### config.mk
export PLATFORM = sky130hd
export DESIGN_NAME = grayscale_frame_ctrl
export DESIGN_NICKNAME = d
export VERILOG_FILES = /design/src/rtl/gray_ctrl_pkg.sv /design/src/rtl/color_to_grayscale.sv /design/src/rtl/grayscale_frame_ctrl.sv
export SDC_FILE = /design/constraint.sdc
export NUM_CORES = 1
export LEC_CHECK = 0
export BUFFER_PORTS_ARGS = -buffer_cell sky130_fd_sc_hd__buf_2
export CAP_MARGIN = 10
export CORE_MARGIN = 2
export CORE_UTILIZATION = 40
export CTS_BUF_LIST = sky130_fd_sc_hd__clkbuf_4
export CTS_CLUSTER_SIZE = 24
export DETAILED_ROUTE_END_ITERATION = 10
export HOLD_SLACK_MARGIN = 0.15
export PLACE_DENSITY = 0.74
export REMOVE_ABC_BUFFERS = 1
export SLEW_MARGIN = 20
export SYNTH_ARGS = -nofsm -noshare
export SYNTH_HDL_FRONTEND = slang
export SYNTH_SLANG_ARGS = --single-unit
### constraint.sdc
create_clock -name clk -period 5.55 [get_ports clk]
set_input_delay 0.2775 -clock clk [delete_from_list [all_inputs] [get_ports clk]]
set_output_delay 0.2775 -clock clk [all_outputs]
set_load 0.02 [all_outputs]
### src/rtl/gray_ctrl_pkg.sv
// gray_ctrl_pkg
// Shared widths, the frame-controller state encoding and the reset value of
// the running minimum used by grayscale_frame_ctrl and color_to_grayscale.
package gray_ctrl_pkg;

  localparam int PIX_W  = 8;
  localparam int GRAY_W = 10;

  localparam logic [GRAY_W-1:0] STAT_MIN_INIT = 10'd1023;

  typedef enum logic [1:0] {
    IDLE  = 2'd0,
    RUN   = 2'd1,
    DRAIN = 2'd2,
    DONE  = 2'd3
  } state_t;

endpackage

### src/rtl/color_to_grayscale.sv
// color_to_grayscale
// Combinational luma approximation: gray = R + 2*G + B (range 0..1020).
// Ports:
//   r, g, b : in  PIX_W-bit colour components
//   gray    : out GRAY_W-bit result, never clamped
module color_to_grayscale
  import gray_ctrl_pkg::*;
(
  input  logic [PIX_W-1:0]  r,
  input  logic [PIX_W-1:0]  g,
  input  logic [PIX_W-1:0]  b,
  output logic [GRAY_W-1:0] gray
);

  // Widen before adding so the 10-bit sum cannot overflow.
  assign gray = {2'b00, r} + {1'b0, g, 1'b0} + {2'b00, b};

endmodule

### src/rtl/grayscale_frame_ctrl.sv
// grayscale_frame_ctrl
// Sequences one IMG_W x IMG_H frame of RGB pixels through color_to_grayscale
// and registers each result onto a single-entry valid/ready output stream,
// tagging line and frame ends.
// Optional build macro: GRAY_FRAME_STATS_EN enables per-frame min/max of the
// grayscale output; without it stat_min/stat_max are tied to 0.
// Ports:
//   clk, rst              : clock, synchronous active-high reset
//   start, abort          : frame start pulse (IDLE only), frame cancel pulse
//   busy, done            : frame in progress (RUN/DRAIN), completion pulse
//   s_valid/s_ready/s_r/g/b : input pixel stream
//   m_valid/m_ready/m_gray/m_eol/m_eof : output grayscale stream
//   stat_min, stat_max    : frame statistics
//
// state | meaning
// IDLE  | waiting for start, counters held at 0
// RUN   | accepting pixels until the last pixel of the frame
// DRAIN | last pixel accepted, waiting for the output register to empty
// DONE  | one-cycle completion pulse
module grayscale_frame_ctrl
  import gray_ctrl_pkg::*;
#(
  parameter int IMG_W = 640,
  parameter int IMG_H = 480
) (
  input  logic              clk,
  input  logic              rst,
  input  logic              start,
  input  logic              abort,
  output logic              busy,
  output logic              done,
  input  logic              s_valid,
  output logic              s_ready,
  input  logic [PIX_W-1:0]  s_r,
  input  logic [PIX_W-1:0]  s_g,
  input  logic [PIX_W-1:0]  s_b,
  output logic              m_valid,
  input  logic              m_ready,
  output logic [GRAY_W-1:0] m_gray,
  output logic              m_eol,
  output logic              m_eof,
  output logic [GRAY_W-1:0] stat_min,
  output logic [GRAY_W-1:0] stat_max
);

  localparam int COL_W = (IMG_W > 1) ? $clog2(IMG_W) : 1;
  localparam int ROW_W = (IMG_H > 1) ? $clog2(IMG_H) : 1;
  localparam logic [COL_W-1:0] COL_LAST = COL_W'(IMG_W - 1);
  localparam logic [ROW_W-1:0] ROW_LAST = ROW_W'(IMG_H - 1);

  state_t state, state_nxt;

  logic [COL_W-1:0]  col;
  logic [ROW_W-1:0]  row;
  logic [GRAY_W-1:0] gray;
  logic              out_free;
  logic              accept;
  logic              col_last;
  logic              row_last;

  color_to_grayscale u_conv (
    .r    (s_r),
    .g    (s_g),
    .b    (s_b),
    .gray (gray)
  );

  // The output register can take a new pixel when empty or being drained now.
  assign out_free = !m_valid || m_ready;
  assign s_ready  = (state == RUN) && out_free;
  assign accept   = s_valid && s_ready;
  assign col_last = (col == COL_LAST);
  assign row_last = (row == ROW_LAST);

  assign busy = (state == RUN) || (state == DRAIN);
  // An abort landing on the DONE cycle suppresses the completion pulse.
  assign done = (state == DONE) && !abort;

  always_ff @(posedge clk) begin
    if (rst) state <= IDLE;
    else     state <= state_nxt;
  end

  always_comb begin
    state_nxt = state;
    unique case (state)
      IDLE:    if (start && !abort) state_nxt = RUN;
      RUN: begin
        if (abort)                                state_nxt = IDLE;
        else if (accept && col_last && row_last)  state_nxt = DRAIN;
      end
      DRAIN: begin
        if (abort)         state_nxt = IDLE;
        else if (out_free) state_nxt = DONE;
      end
      DONE:    state_nxt = IDLE;
      default: state_nxt = IDLE;
    endcase
  end

  always_ff @(posedge clk) begin
    if (rst) begin
      col <= '0;
      row <= '0;
    end else if (abort || state == IDLE) begin
      col <= '0;
      row <= '0;
    end else if (accept) begin
      if (col_last) begin
        col <= '0;
        row <= row_last ? '0 : row + ROW_W'(1);
      end else begin
        col <= col + COL_W'(1);
      end
    end
  end

  always_ff @(posedge clk) begin
    if (rst) begin
      m_valid <= 1'b0;
      m_gray  <= '0;
      m_eol   <= 1'b0;
      m_eof   <= 1'b0;
    end else if (abort) begin
      m_valid <= 1'b0;
    end else if (accept) begin
      m_valid <= 1'b1;
      m_gray  <= gray;
      m_eol   <= col_last;
      m_eof   <= col_last && row_last;
    end else if (m_ready) begin
      m_valid <= 1'b0;
    end
  end

`ifdef GRAY_FRAME_STATS_EN
  always_ff @(posedge clk) begin
    if (rst) begin
      stat_min <= STAT_MIN_INIT;
      stat_max <= '0;
    end else if (abort || (state == IDLE && start)) begin
      stat_min <= STAT_MIN_INIT;
      stat_max <= '0;
    end else if (accept) begin
      if (gray < stat_min) stat_min <= gray;
      if (gray > stat_max) stat_max <= gray;
    end
  end
`else
  assign stat_min = '0;
  assign stat_max = '0;
`endif

endmodule

[Word-level counts from Yosys, hierarchy flattened]
Cells that the tools add are included.
Storage, ports and cells
  input bits: 30
  output and inout port bits: 36
  bits in registers: 34
  word-level logic and storage cells: 49
Operators by class
  muxes and demuxes: 10
  $add $sub $neg: 4
  reductions and logical operators: 19
  bitwise operators: 1
  equal/unequal tests: 8
Operators with widths (count)
  10-bit by 1-bit adder with 10-bit output (second input constant): 1
  10-bit by 8-bit adder with 10-bit output: 1
  8-bit by 9-bit adder with 10-bit output: 1
  10-bit equality test (second input constant): 1
  10-bit 2-to-1 mux: 1
  2-bit 2-to-1 mux: 5
  9-bit by 1-bit adder with 9-bit output (second input constant): 1
  9-bit equality test (second input constant): 1
  9-bit 2-to-1 mux: 1
  2-bit one-hot mux with 4 select lines: 1
  1-bit logical AND: 7
  2-bit equality test (second input constant): 2
  2-bit AND reduction: 2
  2-bit OR reduction: 2
  1-bit logical OR: 3
  3-bit by 2-bit != test with 1-bit output (second input constant): 1
  3-bit != test (second input constant): 1
  3-bit AND reduction: 1
  2-bit by 1-bit equality test with 1-bit output (second input constant): 1
  1-bit logical NOT: 2
  2-bit logical NOT: 1
  1-bit 2-to-1 mux: 2
  2-bit != test (second input constant): 1
  2-bit nonzero test: 1
  1-bit NOT: 1

[Logic depth before layout (Yosys ltp)]
  depth in word-level cells: 9
  depth in mapped cells: 9
  depth with buffers taken out: 9

[Modules after synthesis]
A second synthesis with hierarchy kept.
Second synthesis, totals
  cell total of the unflattened synthesis: 254
  area total of the unflattened synthesis: 2170.8 µm²
Modules (own cells, without submodules)
  grayscale_frame_ctrl: area each 1699.1 µm², times used 1, cells an instance 208, seq. area each 680.7 µm²
  color_to_grayscale: area each 471.7 µm², times used 1, cells an instance 46, seq. area each 0.0 µm²

[Worst setup path after synthesis]
OpenSTA, ideal clock, no wires.
  path type: input-to-reg
  start point: input port s_r[1]
  end point: register m_gray[7]
  arrival time: 2118 ps
  required time: 5430 ps
  setup time: 120 ps
  slack: 3312 ps
  buffers on the path: 0
  stages on the path: 9
  cells stage by stage: fa_1 -> ha_1 -> inv_1 -> fa_1 -> nor2b_1 -> o31ai_1 -> a21oi_1 -> nor4b_1 -> a211o_1
Between the ends
  word-level cells in the longest chain between the ends: 2
Ends and longest elaborated chain
  start: declaration: line grayscale_frame_ctrl.sv:34  | input logic [PIX_W-1:0] s_r,
  8-bit by 9-bit adder with 10-bit output: line color_to_grayscale.sv:16  | assign gray = {2'b00, r} + {1'b0, g, 1'b0} + {2'b00, b};
  10-bit by 8-bit adder with 10-bit output: line color_to_grayscale.sv:16
  end signal: assignment: line grayscale_frame_ctrl.sv:128  | m_gray <= gray;
  end: declaration: line grayscale_frame_ctrl.sv:39  | output logic [GRAY_W-1:0] m_gray,
No other way between the ends.
A chain may end at the register's enable or synchronous reset.

[Worst setup path after layout]
  start point: input port s_r[1]
  end point: register m_gray[9]
The elaborated chain is that of the path after synthesis.

==> qor.txt <==
TritonCTS clock tree: built
RePlAce Congestion: 0.811
Crit Path Max Fanout: 3
Share of layout cells above drive strength 1: 20.0%
Drt initial violations: 89
Largest stage delay, worst path: 0.53 ns
Register area share after synthesis: 31.2%
Starting Density: 42.0%
N_diodes: 0
Status: finished, final reports clean
Hold Path Class: in -> reg
Critical Path Sink: m_gray[9]
Largest net degree at the start of global routing: 24
Initial antenna violation count: 0
H-tree level count: 2
Vias per inst: 4.92
Final instance area: 2430 um^2
GRT Util Overall: 14.3%
CTS max path bufs: 2
Clock latency on the worst-skew pair: 0.33 ns
Worst setup EP type: register
Row Count: 26
R2R depth: 7
Area added between synthesis and finish: 11.5%
Ys flop type: dfxtp_1
Setup TNS: 0 ns
RSZ-0062 raised after global routing: no
Leakage Power: 1.06 nW
PD cells: 211 nW/um^2
Tot Pwr: 0.514 mW
Max Clock Freq: 457 MHz
Final WL: 4140 um
Wire length per cell: 11.3 um
Worst R2R Setup Slack: 3.43 ns
Vias in the first global route: 1671
Number of synthesized flops with an enable pin: 0
Cell count after synthesis: 251
Nature of the critical path startpoint: input port
Drt pass-1 iters: 4
Seq cells post-synth: 34
Critical path class: in -> reg
Peak supply drop: 79.5 uV
# DRC: 0
Async SR Flop Fraction: 0%
Fillers: 519
Post-DP HPWL: 3250 um
Clk slew on worst S/H paths: 0.09 ns
Most common cell on crit path: fa_1
Vias: 1796
Post-DP Area: 2390 um^2
I/O pin count: 66
Cell accounting for the most synthesized area: dfxtp_1
Final hold slack: 0.237 ns
Core area: 5200 um^2
Area of the die: 6070 um^2
Total CTS buffers: 5
Post-Route Utilization: 46.8%
Slowest CP cell: fa_1
Worst slew margin relative to its limit: 48.2%
Syn_area_per_cell: 8.70 um^2
Worst Path Arrival: 2.43 ns
Count leader, synth: dfxtp_1
Critical-path cell list: buf_2, fa_1, ha_1, inv_1, fa_1, nor2b_1, o31ai_1, a21oi_1, a2111oi_0, nor4_1
Final hold violations: 0
Min cycle time layout: 2.19 ns
Die H: 77.9 um
Global route overflow: 0
Fin nets: 349
Worst hold path depth: 2
Distinct cells, synth: 47
Final setup vio count: 0
Buffers inserted by post-CTS timing repair: 0
Hold_buf cts: 0
First-pass GRT wire length: 7020 um
Worst clock skew: 0.00561 ns
Area of the multi-input gates: 1370 um^2
Max Cap Viol: 0
Post-synth top area share: 31.2%
Worst setup path start: s_r[1]
Critical Path RT: 5.79 ns
Commonest cells post-synth: dfxtp_1, nand2_1, nor2_1
Clk sinks: 34
Top cells by area, synth: dfxtp_1, ha_1, fa_1
PortBufs: 45
Synth warn: 0
FF+latch area: 681 um^2
R2r endpoint: m_gray[6]
ANT nets after route: 0
Die Wd: 77.9 um
PostCTS Resize Cnt: 0
Final worst-path cycle share: 39.4%
CTS Root Cell: clkbuf_4
Slew Limit Fails: 0
Worst slew pin tran: 0.774 ns
Reg2reg start: state[1]
Post-Syn Area: 2180 um^2
[per-stage QoR]
stage               setup WS, ns  cells
floorplan                   3.30    244
global placement            3.08    359
detailed placement          3.03    359
CTS                         3.38    365
global route                3.23    365
finish                      3.36    365
[how the worst min path moves through the flow]
stage | slack, ns | to | startpoint
6_report | 0.24 | m_valid | abort
4_1_cts | 0.22 | m_valid | abort
3_3_place_gp | 0.44 | m_gray[3] | m_gray[3]
5_1_grt | 0.24 | m_valid | abort
2_1_floorplan | 0.35 | m_eol | rst
3_5_place_dp | 0.44 | m_gray[4] | m_gray[4]
[registers in the layout (all words and copies together) (netlist names)]
register / cells
m_gray: 10
m_eol: 1
m_valid: 1
col: 10
state: 2
m_eof: 1
row: 9
[where the power goes]
part	switching (mW)	leakage, nW	internal [mW]
sequential	0.00335	0.274	0.249
combinational	0.0889	0.760	0.0535
clock	0.0761	0.0246	0.0432
total	0.168	1.06	0.346
[logic make-up after synthesis]
kind of cell               share of synthesized area, %
and+or+nand+nor                                    27.0
other                                             0.172
xor gates and xnor gates                           6.01
AOI/OAI and AO/OA                                  9.17
buffers and inverters                              9.22
muxes                                              1.37
adders and majority gates                          15.9
DFF                                                31.2
[worst max-delay path: cells and delay by family]
kind / cells / cell delay, ns
AO/OA/AOI/OAI: 3 / 0.45
adder cells (fa/ha/maj): 3 / 1.10
AND/OR/NAND/NOR: 2 / 0.43
buffers and inverters: 2 / 0.17
[final cells by class]
| class | instances | share of cell area, % |
|---|---|---|
| sequential | 34 | 28.0 |
| inverter | 7 | 1.08 |
| tap | 70 | 3.60 |
| timing repair buffer | 45 | 9.25 |
| multi-input combinational | 203 | 56.4 |
| clock buffer | 5 | 1.54 |
| clock inverter | 1 | 0.154 |
[layer usage]
layer / routed length (um) / GRT usage, %
met1: 1870 / 17.9
met2: 1950 / 23.5
met4: 61 / 5.79
met3: 256 / 3.37
met5: 0 / 0
[cells in the final DEF (no fill, tap or decap), drive strengths merged, types with 4 or more instances in the layout]
master / count
inv: 7
xor2: 11
nand2: 29
ha: 15
nor2b: 5
fa: 8
buf: 45
dfxtp: 34
o21ai: 4
and3: 5
nor3: 5
a211oi: 4
clkbuf: 5
nand3: 12
nand4: 6
nor2: 26
a21oi: 14
conb: 20
xnor2: 4
Power figures use the tool's default switching activity.
